==> config.mk <==
export PLATFORM = sky130hd
export DESIGN_NAME = sam_core
export DESIGN_NICKNAME = d
export VERILOG_FILES = /design/src/rtl/sam_core.sv
export SDC_FILE = /design/constraint.sdc
export NUM_CORES = 1
export LEC_CHECK = 0
export CAP_MARGIN = 20
export CORE_MARGIN = 2
export CORE_UTILIZATION = 45
export DETAILED_ROUTE_END_ITERATION = 6
export PLACE_DENSITY = 0.75
export SYNTH_ARGS = -nofsm -noshare
export SYNTH_HDL_FRONTEND = slang
export SYNTH_SLANG_ARGS = --single-unit
==> constraint.sdc <==
create_clock -name clk -period 4.5 [get_ports clk]
set_input_delay 0.675 -clock clk [delete_from_list [all_inputs] [get_ports clk]]
set_output_delay 0.675 -clock clk [all_outputs]
set_load 0.005 [all_outputs]
==> src/rtl/sam_core.sv <==
// Simple accumulator machine: one-address instruction set, single shared memory port
// with a req/wait handshake, seven-state control sequencer.
module sam_core #(
    parameter int unsigned DW       = 16,
    parameter int unsigned AW       = 12,
    parameter int unsigned PC_STEP  = 2,
    parameter int unsigned RESET_PC = 0
) (
    input  logic          clk,
    input  logic          rst_n,
    output logic [AW-1:0] mem_addr,
    output logic          mem_req,
    output logic          mem_rw,
    output logic [DW-1:0] mem_wdata,
    input  logic [DW-1:0] mem_rdata,
    input  logic          mem_wait,
    output logic [AW-1:0] pc,
    output logic [DW-1:0] ac,
    output logic          halted
);

    typedef enum logic [2:0] {
        S_FETCH,
        S_FETCH_WAIT,
        S_DECODE,
        S_MEM,
        S_MEM_WAIT,
        S_EXEC,
        S_HALT
    } state_e;

    typedef enum logic [2:0] {
        OP_LOAD  = 3'b000,
        OP_STORE = 3'b001,
        OP_ADD   = 3'b010,
        OP_SUB   = 3'b011,
        OP_AND   = 3'b100,
        OP_JMP   = 3'b101,
        OP_JNEG  = 3'b110,
        OP_HALT  = 3'b111
    } opcode_e;

    state_e        state_q, state_d;
    logic [AW-1:0] pc_q, pc_d;
    logic [AW-1:0] mar_q, mar_d;
    logic [DW-1:0] ac_q, ac_d;
    logic [DW-1:0] mbr_q, mbr_d;
    logic [DW-1:0] ir_q, ir_d;
    logic          mem_req_q, mem_req_d;
    logic          mem_rw_q, mem_rw_d;

    opcode_e       opcode;
    logic [AW-1:0] operand;
    logic          xfer_done;
    logic          unused_ir_bits;

    assign opcode    = opcode_e'(ir_q[DW-1 -: 3]);
    assign operand   = ir_q[AW-1:0];
    assign xfer_done = mem_req_q && !mem_wait;
    // IR bits between opcode and operand carry no meaning.
    assign unused_ir_bits = ^ir_q[DW-4:0];

    always_comb begin
        state_d   = state_q;
        pc_d      = pc_q;
        mar_d     = mar_q;
        ac_d      = ac_q;
        mbr_d     = mbr_q;
        ir_d      = ir_q;
        mem_req_d = mem_req_q;
        mem_rw_d  = mem_rw_q;

        case (state_q)
            S_FETCH: begin
                mar_d     = pc_q;
                mem_rw_d  = 1'b1;
                mem_req_d = 1'b1;
                state_d   = S_FETCH_WAIT;
            end

            S_FETCH_WAIT: begin
                if (xfer_done) begin
                    ir_d      = mem_rdata;
                    pc_d      = pc_q + AW'(PC_STEP);
                    mem_req_d = 1'b0;
                    state_d   = S_DECODE;
                end
            end

            S_DECODE: begin
                case (opcode)
                    OP_JMP: begin
                        pc_d    = operand;
                        state_d = S_FETCH;
                    end
                    OP_JNEG: begin
                        if (ac_q[DW-1]) begin
                            pc_d = operand;
                        end
                        state_d = S_FETCH;
                    end
                    OP_HALT: begin
                        state_d = S_HALT;
                    end
                    OP_STORE: begin
                        mbr_d   = ac_q;
                        state_d = S_MEM;
                    end
                    default: begin
                        state_d = S_MEM;
                    end
                endcase
            end

            S_MEM: begin
                mar_d     = operand;
                mem_rw_d  = (opcode != OP_STORE);
                mem_req_d = 1'b1;
                state_d   = S_MEM_WAIT;
            end

            S_MEM_WAIT: begin
                if (xfer_done) begin
                    if (mem_rw_q) begin
                        mbr_d = mem_rdata;
                    end
                    mem_req_d = 1'b0;
                    state_d   = (opcode == OP_STORE) ? S_FETCH : S_EXEC;
                end
            end

            S_EXEC: begin
                case (opcode)
                    OP_LOAD: ac_d = mbr_q;
                    OP_ADD:  ac_d = ac_q + mbr_q;
                    OP_SUB:  ac_d = ac_q - mbr_q;
                    OP_AND:  ac_d = ac_q & mbr_q;
                    default: ac_d = ac_q;
                endcase
                state_d = S_FETCH;
            end

            S_HALT: begin
                state_d = S_HALT;
            end

            default: begin
                state_d = S_FETCH;
            end
        endcase
    end

    always_ff @(posedge clk or negedge rst_n) begin
        if (!rst_n) begin
            state_q   <= S_FETCH;
            pc_q      <= AW'(RESET_PC);
            mar_q     <= '0;
            ac_q      <= '0;
            mbr_q     <= '0;
            ir_q      <= '0;
            mem_req_q <= 1'b0;
            mem_rw_q  <= 1'b1;
        end else begin
            state_q   <= state_d;
            pc_q      <= pc_d;
            mar_q     <= mar_d;
            ac_q      <= ac_d;
            mbr_q     <= mbr_d;
            ir_q      <= ir_d;
            mem_req_q <= mem_req_d;
            mem_rw_q  <= mem_rw_d;
        end
    end

    assign mem_addr  = mar_q;
    assign mem_req   = mem_req_q;
    assign mem_rw    = mem_rw_q;
    assign mem_wdata = mbr_q;
    assign pc        = pc_q;
    assign ac        = ac_q;
    assign halted    = (state_q == S_HALT);

endmodule

==> flow_summary.json, run 1 <==
{
  "grt_pass1_wl_um": 22800,
  "cap_violations": 0,
  "grt_overflow": 0,
  "fin_tns_setup_ns": 0,
  "worstPathCellList": "nor2b_1 > buf_4 > and2_1 > nor2_1 > xnor2_1 > ha_1 > o21ai_0 > o21ai_1 > a21o_1 > a21o_1 > nor4b_4 > or4_1",
  "slew_headroom": 0.3486,
  "wire_per_inst_um": 17.90,
  "ios": 78,
  "cellPowerDensity_nw_per_um2": 940.1,
  "synthFlopType": "dfrtp_1",
  "clkTransAtPathRegs_ns": 0.09,
  "synth_top_area_cell": "dfrtp_1",
  "synthTopCellsByCount": "a21oi_1, dfrtp_1, nor2_1, o21ai_0, nand2_1",
  "portBuffers": 77,
  "synth_area_per_cell_um2": 8.630,
  "ys_types": 66,
  "cts_buffers": 9,
  "fp.dieArea_um2": 11900,
  "grt_usage": 0.2467,
  "tightest_slew_ns": 0.9771,
  "outcome": "complete, no violations",
  "cts.sinks": 76,
  "rows": 38,
  "finalCritPeriodShare": 0.8280,
  "vias_per_cell": 5.949,
  "drt_wl_total_um": 13970,
  "finalPower_uw": 5660,
  "synth-edff-count": 0,
  "coreArea_um2": 10790,
  "grt_start_max_net_pins": 77,
  "worstSkewPairLatency_ns": 0.37,
  "rsz0062_at_grt": "false",
  "cp-start-kind": "flip-flop",
  "ys_ff_latch": 76,
  "cts_resized": 0,
  "grt_pass1_vias": 4428,
  "synth_top_area_frac": 0.3775,
  "peakVddDrop_uv": 510.4,
  "leakage_uw": 0.002447,
  "crit_path_frequent_cell": "a21o_1",
  "timing_hold_violations_final": 0,
  "htree_num_levels": 3,
  "slowest_stage": "dfrtp_1",
  "finalNetCount": 673,
  "min_path_type": "primary input to async pin",
  "synth.area.top_cells": "dfrtp_1, a21oi_1, nor2_1, ha_1, o21ai_0",
  "drc": 0,
  "post_cts_buffers": 0,
  "fin_worst_skew_ns": 0.01385,
  "synthArstFlopShare": 1.000,
  "place.gp.congestion": 0.9548,
  "tritoncts": "yes",
  "start_util": 0.4606,
  "antenna_cells": 0,
  "yosys_warnings": 0,
  "hpwl_um": 9872,
  "critPathRequiredTime_ns": 4.75,
  "period_needed_ns": 3.726,
  "syn-num-nets": 614,
  "netlist_instances": 576,
  "die-width_um": 109.1,
  "crit_arrival_ns": 3.98,
  "synth-seq-area-share": 0.3828,
  "drtIter0Drc": 279,
  "cp-end-kind": "flip-flop",
  "slew_violations": 0,
  "die_y_um": 109.1,
  "vias": 4640,
  "setup_viol": 0,
  "path_max_fanout": 13,
  "drtPass1Iterations": 5,
  "synth_most_common_cell": "a21oi_1",
  "crit_type": "flip-flop to flip-flop",
  "slowest_delay_ns": 0.57,
  "dpl_cell_area_um2": 5816,
  "root_buffer": "clkbuf_8",
  "antenna_found_initial": 0,
  "drive_gt1_frac": 0.08438,
  "antenna_left": 0,
  "area_growth_pct": 21.12,
  "holdBufCountCts": 0,
  "max-clock-path-buffers": 2,
  "synth_area_um2": 4971,
  "max_clock_freq_ghz": 0.2684,
  "design_area_um2": 6021
}
[cell families (layout without fill, tap and decap cells)]
| logic type | Yosys count | after routing | synth area share |
|---|---|---|---|
| xor+xnor | 24 | 24 | 0.04229 |
| flops | 76 | 76 | 0.3828 |
| compound gates | 192 | 192 | 0.2316 |
| simple gates | 185 | 185 | 0.1842 |
| mux | 32 | 32 | 0.06846 |
| buf+inv | 48 | 112 | 0.04128 |
| fa+ha+maj | 19 | 19 | 0.04933 |
[layout by cell type (no fill, tap or decap), types with 4 or more instances in the layout]
cell,Yosys,routed
a211oi_1,4,4
a21o_1,5,5
a21oi_1,77,77
a31oi_1,8,8
and3_1,5,5
buf_4,0,9
clkbuf_8,0,9
clkdlybuf4s50_1,0,76
dfrtp_1,75,75
ha_1,18,18
inv_1,10,10
mux2_2,16,16
mux2i_1,16,16
nand2_1,40,40
nand2b_1,6,6
nand3_1,12,12
nor2_1,70,70
nor2b_1,7,7
nor3_1,10,9
o21ai_0,43,43
o22a_1,4,4
o22ai_1,20,20
o32ai_1,4,4
or3_1,14,14
xnor2_1,19,19
xor2_1,5,5
[state kept, by name, indices dropped and copies added (netlist names)]
register	count
pc	12
mem_rw	1
ac	16
mem_wdata	16
state_q	3
mem_req	1
mem_addr	12
ir_q	15
[routing by layer]
layer  routed length [µm]  GRT usage  vias up  share of wire
li1                     -          -     2215              -
met1                 6287     0.3291     2238           0.45
met2                 6536     0.3988      168           0.47
met3                  911    0.06455       19          0.065
met4                  229    0.06227        0          0.016
met5                    0          0        -              0
[area by class of cell]
type	instances	area, µm²
clock inverter	7	81.33
tap	140	175.2
sequential	76	1903
multi-input combinational	452	2868
clock buffer	9	123.9
fill	1002	4772
inverter	11	41.29
timing repair buffer	85	828.3
[where the power goes]
group	internal (µW)	switching, µW
clock network	266	299
registers	1030	528
logic	1720	1820
[stage by stage]
| stage | std cells | hold slack (ns) | util | setup slack, ns |
|---|---|---|---|---|
| 6_report | 780 | 0.4476 | 0.5578 | 0.7741 |
| 2_1_floorplan | 576 | 0.3794 | - | 1.072 |
| 5_1_grt | 780 | 0.5088 | 0.5578 | 0.5435 |
| 4_1_cts | 780 | 0.4841 | 0.5578 | 0.8292 |
| 3_3_place_gp | 764 | 0.5261 | 0.5388 | 0.9567 |
| 3_5_place_dp | 764 | 0.5257 | 0.5388 | 0.8778 |
[final timing paths]
path | slack [ns] | to | cells after the start | start
max | 0.77 | ac[10] | 12 | ir_q[14]
min | 0.45 | mem_addr[0] | 1 | rst_n
max reg2reg | 0.77 | ac[10] | 12 | ir_q[14]
min reg2reg | 0.54 | ir_q[5] | 1 | ir_q[5]
min in group clk | 0.54 | ir_q[5] | 1 | ir_q[5]
max in group asynchronous | 3.42 | mem_addr[4] | 1 | rst_n
[worst max-delay path: cells and delay by family (launching register included)]
family          cells  cell delay, ns
simple gates        5            1.41
xor+xnor            1            0.14
flops               1            0.57
buf+inv             1            0.21
compound gates      4            0.93
fa+ha+maj           1            0.34
Power figures use the tool's default switching activity.
==> run 2, diff against run 1 <==
PLACE_DENSITY = 0.77   (was 0.75)
clock period = 3 ns   (was 4.5 ns; I/O delays follow)
==> run 2 against run 1 <==
Wire length up 2.4%. Combinational power up 72%. Hold slack better by 0.065 ns. Critical path type unchanged. Critical endpoint unchanged. Highest routed layer unchanged.
==> flow_summary.json, run 2 (synthesis results as in run 1) <==
{
  "outcome": "complete, no violations",
  "max_clock_freq_ghz": 0.3447,
  "setup_viol": 0,
  "fp.dieArea_um2": 11900,
  "grt_pass1_vias": 4459,
  "finalNetCount": 703,
  "root_buffer": "clkbuf_8",
  "path_max_fanout": 5,
  "fin_hold_ws_ns": 0.5131,
  "drtIter0Drc": 377,
  "grt_overflow": 0,
  "drive_gt1_frac": 0.1478,
  "rr_worst_depth": 10,
  "max-clock-path-buffers": 2,
  "die-width_um": 109.1,
  "ios": 78,
  "critPathRequiredTime_ns": 3.24,
  "antenna_cells": 0,
  "cp-end-kind": "flip-flop",
  "fin_worst_skew_ns": 0.01174,
  "tritoncts": "yes",
  "drtPass1Iterations": 5,
  "vias_per_cell": 5.900,
  "crit_type": "flip-flop to flip-flop",
  "grt_start_max_net_pins": 77,
  "crit_arrival_ns": 3.14,
  "finalCritPeriodShare": 0.9670,
  "final_cell_mix": "clkdlybuf4s50_1, dfrtp_1, a21oi_1, nor2_1, o21ai_0",
  "slowest_delay_ns": 0.50,
  "period_needed_ns": 2.901,
  "place.gp.congestion": 0.8914,
  "cts_buffers": 9,
  "worstSkewPairLatency_ns": 0.37,
  "antenna_left": 0,
  "area_growth_pct": 27.44,
  "rrSetupSlack_ns": 0.1,
  "cp-start-kind": "flip-flop",
  "portBuffers": 77,
  "slowest_stage": "or4_1",
  "worstPathCellList": "nor2b_4 > nand2_1 > mux2i_1 > fa_2 > a211oi_2 > o21ai_1 > a21o_1 > a21o_1 > nor4b_4 > or4_1",
  "slew_headroom": 0.5192,
  "htree_num_levels": 3,
  "start_util": 0.4606,
  "cellPowerDensity_nw_per_um2": 1446,
  "cts.sinks": 76,
  "tightest_slew_ns": 0.7192,
  "drt_wl_total_um": 14310,
  "grt_usage": 0.2512,
  "vias": 4779,
  "die_y_um": 109.1,
  "hpwl_um": 10280,
  "drc": 0,
  "clkTransAtPathRegs_ns": 0.09,
  "crit_path_frequent_cell": "a21o_1",
  "rsz0062_at_grt": "true",
  "wire_per_inst_um": 17.66,
  "nFillCells": 943,
  "rows": 38,
  "cap_violations": 0,
  "coreArea_um2": 10790,
  "timing_hold_violations_final": 0,
  "leakage_uw": 0.002603,
  "layout_commonest_cell": "clkdlybuf4s50_1",
  "antenna_found_initial": 0,
  "min_path_type": "primary input to async pin",
  "post-route-util": 0.5869,
  "grt_pass1_wl_um": 23130,
  "slew_violations": 0,
  "peakVddDrop_uv": 770.0
}
-- run 2: through the flow --
step / cells / area, µm² / setup slack (ns) / TNS [ns] / power (µW)
6_report: 810 / 6335 / 0.09893 / 0 / 9160
5_1_grt: 810 / 6335 / -0.04911 / -0.04911 / 9896
4_1_cts: 807 / 6241 / 0.01363 / 0 / 8962
3_5_place_dp: 791 / 6033 / 0.03572 / 0 / 8054
3_3_place_gp: 791 / 6033 / 0.1147 / 0 / 7943
2_1_floorplan: 576 / 5006 / 0.008752 / 0 / 5899
-- run 2: where the power goes --
part / switching [µW] / internal, µW / total [µW]
Sequential: 694 / 1540 / 2240
Combinational: 3080 / 3000 / 6080
Clock: 446 / 399 / 844
Total: 4220 / 4940 / 9160
-- run 2: final timing paths --
| path | from | endpoint |
|---|---|---|
| hold / removal | rst_n | mem_addr[2] |
| hold reg to reg | ir_q[8] | ir_q[8] |
| min in group clk | ir_q[8] | ir_q[8] |
| setup reg to reg | ir_q[15] | ac[10] |
| setup / recovery | ir_q[15] | ac[10] |
| max in group asynchronous | rst_n | mem_rw |
-- run 2: layer usage --
metal,GRT usage,vias up,part of all wire
met4,0.07601,0,0.015
met3,0.05380,19,0.066
met1,0.3462,2302,0.45
li1,-,2267,-
met5,0,-,0
met2,0.3962,191,0.47
-- run 2: worst max-delay path, delay by kind of cell (launching register included) --
family / cells / cell delay (ns)
muxes: 1 / 0.20
adders and majority gates: 1 / 0.41
DFF: 1 / 0.41
and+or+nand+nor: 4 / 0.95
AOI/OAI and AO/OA: 4 / 0.80
-- run 2: what timing repair did --
action	in CTS	in global routing
hold buffers	0	1
endpoints found under the hold margin	0	23
setup buffers	0	1
resized for setup	0	14
setup endpoints to repair	0	6
-- run 2: cell type report --
| cell class | instances | area, µm² | area share |
|---|---|---|---|
| clock buffers | 9 | 123.9 | 0.01955 |
| clock inverters | 7 | 83.83 | 0.01323 |
| inverters | 11 | 41.29 | 0.006518 |
| multi-input cells | 452 | 2932 | 0.4628 |
| flip-flops and latches | 76 | 1903 | 0.3004 |
| well taps | 140 | 175.2 | 0.02765 |
| repair buffers | 115 | 1076 | 0.1699 |
==> run 3, diff against run 2 <==
ABC_AREA = 1   (was default)
PLACE_DENSITY = 0.78   (was 0.77)
==> run 3 against run 2 <==
Fmax grew 2.9%. Clock power shrank 9.2%. Non-clock buffer count fell by 29. Via count grew 3.2%. Final area is 4.6% lower. Synthesized cell count is 19% higher. Critical path depth grew 7. Largest cell class unchanged. Highest routed layer unchanged.
==> flow_summary.json, run 3 <==
{
  "outcome": "complete, no violations",
  "synth_top_area_frac": 0.3827,
  "ios": 78,
  "pwr-share-comb": 0.629,
  "path_max_fanout": 4,
  "drt_wl_total_um": 13710,
  "yosys_warnings": 0,
  "layout.cells.non_filler": 909,
  "startpoint": "mem_wdata[0]",
  "synth-edff-count": 0,
  "drtIter0Drc": 347,
  "r2r-start": "mem_wdata[0]",
  "place.gp.congestion": 0.9152,
  "root_buffer": "clkbuf_8",
  "drc": 0,
  "antenna_left": 0,
  "grt_start_max_net_pins": 77,
  "synth.area.top_cells": "dfrtp_1, nand2_1, inv_1, o21ai_0, a21oi_1",
  "leakage_uw": 0.002830,
  "worstSetupEndpoint": "ac[15]",
  "syn-num-nets": 725,
  "synth-seq-area-share": 0.3880,
  "antenna_cells": 0,
  "antenna_found_initial": 0,
  "layout_commonest_cell": "nand2_1",
  "rr_endpoint": "ac[15]",
  "cts.sinks": 76,
  "use_met3": 0.03858,
  "htree_num_levels": 3,
  "gr-usage-met2": 0.3987,
  "synthTopCellsByCount": "nand2_1, inv_1, dfrtp_1, nor2_1, o21ai_0",
  "rsz0062_at_grt": "false",
  "vias_per_cell": 5.424,
  "slew_violations": 0,
  "max-clock-path-buffers": 2,
  "cts_buffers": 9,
  "clkTransAtPathRegs_ns": 0.09,
  "tightest_slew_ns": 0.9622,
  "max_clock_freq_ghz": 0.3546,
  "fp.dieArea_um2": 11750,
  "cp-start-kind": "flip-flop",
  "start_util": 0.4565,
  "finalCritPeriodShare": 0.9400,
  "timing_hold_violations_final": 0,
  "synth_top_area_cell": "dfrtp_1",
  "cellPowerDensity_nw_per_um2": 1284,
  "synth_most_common_cell": "nand2_1",
  "cp-end-kind": "flip-flop",
  "placed_cells": 891,
  "internal_power_uw": 3933,
  "final_cell_mix": "nand2_1, inv_1, clkdlybuf4s50_1, dfrtp_1, nor2_1",
  "cap_violations": 0,
  "fin_worst_skew_ns": 0.02061,
  "rrSetupSlack_ns": 0.18,
  "min_path_type": "primary input to async pin",
  "tritoncts": "yes",
  "slew_headroom": 0.3586,
  "grt_usage": 0.2430,
  "setup_viol": 0,
  "p_clk_frac": 0.099,
  "switching_share": 0.4932,
  "vias": 4930,
  "critPathRequiredTime_ns": 3.25,
  "ys_types": 39,
  "netlist_instances": 687,
  "area_growth_pct": 23.24,
  "synth_area_um2": 4905,
  "met1_usage": 0.3280,
  "crit_arrival_ns": 3.07,
  "p_sw_uw": 3827,
  "grt_busiest_layer": "met2",
  "peakVddDrop_uv": 722.4,
  "portBuffers": 77,
  "worstSkewPairLatency_ns": 0.37,
  "grt_overflow": 0,
  "power_frac_seq": 0.272,
  "period_needed_ns": 2.820,
  "rows": 38,
  "crit_type": "flip-flop to flip-flop",
  "fin_tns_setup_ns": 0,
  "drtPass1Iterations": 5,
  "coreArea_um2": 10750,
  "rr_worst_depth": 17,
  "die-width_um": 108.4,
  "wire_per_inst_um": 15.08,
  "grt_pass1_vias": 4640,
  "die_y_um": 108.4,
  "hpwl_um": 10150,
  "synthArstFlopShare": 1.000,
  "finalNetCount": 802,
  "synth_area_per_cell_um2": 7.139,
  "ys_ff_latch": 76,
  "grt_pass1_wl_um": 22520,
  "synthFlopType": "dfrtp_1",
  "drive_gt1_frac": 0.07022
}
run 3: cell count changes after synthesis, sizes merged, moves of 18 or more:
cell / delta
o211ai: +22
inv: +90
a21oi: -18
o21ai: +33
o22ai: -19
nand2: +115
run 3: power groups by stage:
stage / logic (µW) / clock network (µW) / registers (µW)
after floorplan: 3130 / 0 / 1980
after global placement: 4600 / 0 / 2090
after detailed placement: 4730 / 0 / 2110
after CTS: 4750 / 776 / 2090
after global routing: 5530 / 821 / 2180
final: 4880 / 766 / 2110
run 3: layout make-up:
type | count | area, µm²
fillers | 1024 | 4701
multi-input cells | 490 | 2567
flip-flops and latches | 76 | 1903
repair buffers | 86 | 835.8
inverters | 101 | 379.1
well taps | 140 | 175.2
clock buffers | 9 | 123.9
clock inverters | 7 | 60.06
run 3: kinds of logic after synthesis:
group / after synthesis / share of synthesized area
and+or+nand+nor: 280 / 0.2370
AOI/OAI and AO/OA: 173 / 0.1974
buffers and inverters: 121 / 0.09541
DFF: 76 / 0.3880
adders and majority gates: 19 / 0.05000
xor gates and xnor gates: 18 / 0.03214
run 3: how the worst min path moves through the flow:
stage,from,to,slack (ns),depth (start not counted)
after floorplan,rst_n,ac[0],0.15,0
after global placement,mem_addr[4],mem_addr[4],0.47,2
after detailed placement,mem_addr[7],mem_addr[7],0.47,2
after CTS,rst_n,mem_wdata[5],0.26,1
after global routing,rst_n,mem_addr[4],0.31,1
final,rst_n,mem_addr[4],0.23,1
run 3: through the flow:
stage | hold slack (ns) | setup WS [ns] | util | total power, µW | area (µm²)
floorplan | 0.1544 | 0.6115 | - | 5116 | 4905
global placement | 0.4656 | 0.1523 | 0.5411 | 6687 | 5814
detailed placement | 0.4725 | 0.1135 | 0.5411 | 6835 | 5814
CTS | 0.2591 | 0.07154 | 0.5582 | 7622 | 5998
global route | 0.3070 | 0.004300 | 0.5625 | 8533 | 6045
finish | 0.2315 | 0.1800 | 0.5625 | 7759 | 6045
run 3: timing repair:
item                       4_1_cts  5_1_grt
resized for setup                0       12
setup endpoints to repair        0        5
hold buffers                     0        0
setup buffers                    0        2
run 3: critical path: stages, from the launching register on:
cell     delay, ns
dfrtp_1       0.43
inv_2         0.10
ha_1          0.17
nand4_1       0.17
nor2_2        0.18
nand3_1       0.13
nand2_1       0.12
o21ai_1       0.12
xor2_1        0.17
ha_1          0.36
nand2_2       0.10
inv_1         0.06
a21oi_2       0.17
nand2_1       0.07
a21oi_1       0.13
nand3_1       0.09
nand3_1       0.08
a21oi_1       0.06
run 3: layer usage:
layer | share of wire | routed length [µm]
met1 | 0.44 | 6068
met2 | 0.46 | 6341
met3 | 0.070 | 965
met4 | 0.024 | 331
met5 | 0 | 0
